<file path="config.mk">
export PLATFORM = sky130hd
export DESIGN_NAME = hw3p2_ripple_adder
export DESIGN_NICKNAME = d
export VERILOG_FILES = /design/src/rtl/hw3p2_ripple_adder.sv
export SDC_FILE = /design/constraint.sdc
export NUM_CORES = 1
export LEC_CHECK = 0
export BUFFER_PORTS_ARGS = -buffer_cell sky130_fd_sc_hd__buf_2
export CORE_MARGIN = 3
export CORE_UTILIZATION = 25
export DETAILED_ROUTE_END_ITERATION = 8
export SETUP_SLACK_MARGIN = 0.15
export SLEW_MARGIN = 5
export SYNTH_ARGS = -nofsm -noshare
export SYNTH_HDL_FRONTEND = slang
export SYNTH_SLANG_ARGS = --single-unit
</file>
<file path="constraint.sdc">
create_clock -name clk -period 2.1 [get_ports clk]
set_input_delay 0.63 -clock clk [delete_from_list [all_inputs] [get_ports clk]]
set_output_delay 0.63 -clock clk [all_outputs]
set_load 0.02 [all_outputs]
</file>
<file path="src/rtl/hw3p2_ripple_adder.sv">
// rtl/hw3p2_ripple_adder.sv - registered N-bit ripple-carry adder with carry chain capture
//
// Purpose: chain of single-bit full-adder cells (bit 0 takes cin, each
// carry-out feeds the next stage) whose sum, carry-out, signed overflow and
// internal carries are registered, giving one cycle of latency.
//
// Ports:
//   clk       in   1      rising-edge clock
//   rst_n     in   1      asynchronous active-low reset
//   valid_in  in   1      operands valid this cycle
//   a, b      in   WIDTH  operands (bit 0 = LSB)
//   cin       in   1      carry into bit 0
//   valid_out out  1      registered result valid
//   sum       out  WIDTH  registered sum
//   cout      out  1      registered carry out of MSB stage
//   ovf       out  1      registered two's-complement overflow
//   carries   out  WIDTH  registered carries C[WIDTH:1]

module hw3p2_ripple_adder #(
  parameter int WIDTH = 4
) (
  input  logic             clk,
  input  logic             rst_n,
  input  logic             valid_in,
  input  logic [WIDTH-1:0] a,
  input  logic [WIDTH-1:0] b,
  input  logic             cin,
  output logic             valid_out,
  output logic [WIDTH-1:0] sum,
  output logic             cout,
  output logic             ovf,
  output logic [WIDTH-1:0] carries
);

  logic [WIDTH:0]   c;
  logic [WIDTH-1:0] s;

  logic             valid_d, valid_q;
  logic [WIDTH-1:0] sum_d, sum_q;
  logic             cout_d, cout_q;
  logic             ovf_d, ovf_q;
  logic [WIDTH-1:0] carries_d, carries_q;

  // Ripple chain: each cell sees only its own operand bits and the carry of
  // the stage below, so depth grows linearly with WIDTH by design.
  always_comb begin
    c    = '0;
    s    = '0;
    c[0] = cin;
    for (int i = 0; i < WIDTH; i++) begin
      s[i]   = a[i] ^ b[i] ^ c[i];
      c[i+1] = (a[i] & b[i]) | (c[i] & (a[i] ^ b[i]));
    end
  end

  // Data registers load only on valid_in so that garbage (including X) on
  // idle operand buses never reaches the outputs.
  always_comb begin
    valid_d   = valid_in;
    sum_d     = sum_q;
    cout_d    = cout_q;
    ovf_d     = ovf_q;
    carries_d = carries_q;
    if (valid_in) begin
      sum_d     = s;
      cout_d    = c[WIDTH];
      // For WIDTH = 1 this is C[1] ^ cin, since c[0] is cin.
      ovf_d     = c[WIDTH] ^ c[WIDTH-1];
      carries_d = c[WIDTH:1];
    end
  end

  always_ff @(posedge clk or negedge rst_n) begin
    if (!rst_n) begin
      valid_q   <= 1'b0;
      sum_q     <= '0;
      cout_q    <= 1'b0;
      ovf_q     <= 1'b0;
      carries_q <= '0;
    end else begin
      valid_q   <= valid_d;
      sum_q     <= sum_d;
      cout_q    <= cout_d;
      ovf_q     <= ovf_d;
      carries_q <= carries_d;
    end
  end

  assign valid_out = valid_q;
  assign sum       = sum_q;
  assign cout      = cout_q;
  assign ovf       = ovf_q;
  assign carries   = carries_q;

endmodule

</file>
Word-level counts from Yosys, hierarchy flattened
Cells that the tools add are included.

word-level totals
  memory bits (read-only) = 0
  output and inout port bits = 11
  logic and storage cells = 26
  bits in latches = 0
  flip-flop bits (word level) = 11
  bits of input ports = 12
  memories kept = 0
  memory bits (writable) = 0

cells by class
  shift operators = 0
  reduce and logical (&&, ||, !) cells = 0
  muxes and demuxes = 0
  div/mod/pow operators = 0
  multipliers = 0
  order comparisons = 0
  bitwise operators = 21
  add/sub/neg operators = 0
  equality and inequality tests = 0

operator list
  cell           count
  $xor A1 B1 Y1  9
  $and A1 B1 Y1  8
  $or A1 B1 Y1   4

Longest topological paths before layout
  word-level depth = 10
  depth in mapped cells = 6
  mapped depth without buffers = 6

Worst setup path before layout
OpenSTA, ideal clock, no wires.

  path kind = input -> register
  start = in a[0]
  end = reg sum_q[3], in the netlist sum[3]
  cell stages on the path = 5
  data required time = 1.975 ns
  arrival = 2.584 ns
  path slack = -0.609 ns
  setup time = 0.125 ns
  cells stage by stage = fa_1 fa_1 fa_1 fa_1 mux2_4

on the way
  word-level cells in the longest chain between the ends = 8
  elaborated cells on any way between the ends = 9

RTL lines
  item                  line  source
  from (decl)           25    input logic [WIDTH-1:0] a,
  $xor A1 B1 Y1         52    c[i+1] = (a[i] & b[i]) | (c[i] & (a[i] ^ b[i]));
  $and A1 B1 Y1         52
  $or A1 B1 Y1 (*)      52
  $and A1 B1 Y1 (*)     52
  $or A1 B1 Y1 (*)      52
  named net c[2]        35    logic [WIDTH:0] c;
  $and A1 B1 Y1 (*)     52
  $or A1 B1 Y1 (*)      52
  named net c[3]        35
  $xor A1 B1 Y1 (*)     51    s[i] = a[i] ^ b[i] ^ c[i];
  named net s[3]        36    logic [WIDTH-1:0] s;
  to (signal assigned)  82    sum_q <= sum_d;
  to (decl)             39    logic [WIDTH-1:0] sum_d, sum_q;

The timed path passes the listed nets; every way through them passes the cells marked *.
A chain may end at the register's enable or synchronous reset.

Final worst setup path
  start = in a[0]
  end = reg sum_q[3], in the netlist sum[3]

on the way
  word-level cells in the longest chain between the ends = 8
  elaborated cells on any way between the ends = 9

RTL lines
  item               line
  $xor A1 B1 Y1      52
  $and A1 B1 Y1      52
  $or A1 B1 Y1 (*)   52
  named net c[1]     35
  $and A1 B1 Y1 (*)  52
  $or A1 B1 Y1 (*)   52
  named net c[2]     35
  $and A1 B1 Y1 (*)  52
  $or A1 B1 Y1 (*)   52
  named net c[3]     35
  $xor A1 B1 Y1 (*)  51
  named net s[3]     36

Marked as above.

==> metrics <==
status finished with violations; failing checks negative setup slack; Lkg Pwr 0.365 nW; area leader, netlist dfrtp_1; async set-reset flop share out of synthesis 1.00; CTS tree built; Initial Util 0.273; reg-to-reg startpoint carries[3]; Max transition margin 0.785; syn_area_per_cell 18.0 um^2; minimum clock period 2.36 ns; CP Cell Sequence buf_6 > fa_2 > fa_2 > fa_2 > fa_2 > mux2_4; Setup Viol. Count Final 4; Worst Tran Pin Value 0.322 ns; CP max FO 2; GRT Util Overall 0.0970; Synth Register Bits 10; final WL 1.01 mm; n_diodes 0; min setup slack post-route -0.255 ns; unrepaired setup endpoints after global routing true; clock-pin slew on the worst setup and hold paths 0.07 ns; PwrDens 844 nW/um^2; pin count of the biggest net entering global routing 12; crit path to sum[3]; clock sinks 10; CTS buffer count 3; crit path from a[0]; Max-Cap Viols 0; Avg Vias per Cell 4.00; Synth top area share 0.514; nature of the critical path endpoint flip-flop; first drt pass iteration count 1; Final Hold Fails 0; startpoint types input port; GR Overflow Total 0; Worst Hold Class input port to asynchronous set/reset pin; DR vias 332; H-tree lvl count 1; chip height 50.1 um; Peak Freq 425 MHz; P&R area growth vs syn 49.9%; R2R cell count 1; IO Pins 23; deepest clock path buffer count 2; critical path's largest stage delay 0.41 ns; core area 1780 um^2; antenna-violating nets left 0; layout cell share with drive strength beyond 1 0.793; drt wl/cell 12.1 um; fillers 180; # rows 15; width of the die 50.1 um; dominant cells by area after synthesis dfrtp_1 51%, mux2_4 25%, fa_1 16%, buf_6 2.3%, xnor2_1 1.8%; fin nets 75; first-pass GRT wire length 1.77 mm; slowest CP cell fa_2; RePlAce Congestion 0.665; synthesized area 487 um^2; Post-synth EDFFs 0; clock skew 0 ns; Buf/Inv on CP 1; hold_ws 0.216 ns; Worst Setup Path Type input port to flip-flop; vias in the first global route 374; 1st-iter DRT viols 0; root buffer cell clkbuf_4; final worst-path cycle share 1.12; R2R Setup Slk 1.33 ns; Cells after Synth 27; Ys Warns 0; CP required 2.25 ns; register area share after synthesis 0.514; Crit Reg-Reg Endpoint carries[3]; count leader, synth dfrtp_1; Remaining DRCs 0; initial antenna violation count 0; most frequent cells after synthesis 10 x dfrtp_1, 8 x mux2_4, 4 x fa_1; Worst-Skew Late Latency 0.26 ns; Worst path depth 6; synth unique cells 8; PortBufs 22; Synthesized Nets 43; final setup TNS -0.909 ns; die area 2510 um^2; Top cell by count, worst path fa_2; ys flop type dfrtp_1; Detailed Place HPWL 691 um; Max VDD drop 381 uV; Worst Path Arrival 2.51 ns; fin. max-slew vios 0; Largest delay share family, worst path adder cells
stage by stage:
step           instance area, um^2  power [mW]  utilization  instances  setup WS [ns]
3_5_place_dp                   634       0.429        0.356         74         -0.623
5_1_grt                        729       0.661        0.409         83         -0.283
6_report                       729       0.616        0.409         83         -0.255
4_1_cts                        707       0.617        0.396         81         -0.248
2_1_floorplan                  497       0.366            -         27         -0.473
3_3_place_gp                   634       0.427        0.356         74         -0.613
state kept, by name (all words and copies together) (netlist names):
register   flops
valid_out      1
ovf            1
sum            4
carries        4
cell usage in the layout (no fill, tap or decap), drive strengths merged:
cell	n
buf	29
nor2	1
xnor2	1
dfrtp	10
mux2	8
clkbuf	4
fa	4
a21oi	1
cell type report:
class | count | area [um^2] | share of cell area
sequential | 10 | 250 | 0.343
multi-input combinational | 15 | 235 | 0.322
timing repair buffer | 29 | 176 | 0.242
clock buffer | 4 | 36.3 | 0.0497
tap | 25 | 31.3 | 0.0429
worst min-delay path by stage:
stage	to	startpoint	cells past startpoint	slack [ns]
floorplan	carries[0]	rst_n	0	0.33
global placement	sum[0]	sum[0]	1	0.49
detailed placement	sum[1]	sum[1]	1	0.49
CTS	sum[0]	rst_n	1	0.22
global route	valid_out	rst_n	1	0.21
finish	sum[1]	rst_n	1	0.22
routing by layer:
layer,routed length [um],vias up,track usage,part of all wire
met3,113,0,0.0634,0.11
met5,0,-,0,0
met4,0,0,0,0
li1,-,151,-,-
met2,471,19,0.150,0.47
met1,423,162,0.120,0.42
power breakdown:
group	total, mW	internal, mW	switching (mW)
sequential	0.244	0.225	0.0182
combinational	0.201	0.104	0.0967
clock	0.171	0.105	0.0661
logic make-up after synthesis:
family | count (synthesis) | synth area share
adders and majority gates | 4 | 0.165
AOI/OAI and AO/OA | 1 | 0.0103
xor gates and xnor gates | 1 | 0.0180
DFF | 10 | 0.514
muxes | 8 | 0.247
and+or+nand+nor | 1 | 0.00770
buffers and inverters | 2 | 0.0386
timing repair:
item	CTS	global route
hold buffers	0	0
pin swaps	2	1
setup endpoints to repair	5	5
setup buffers	3	2
hold endpoints to repair	0	0
gates resized for setup	3	1
Note: power is estimated with default switching activity, not from simulation.
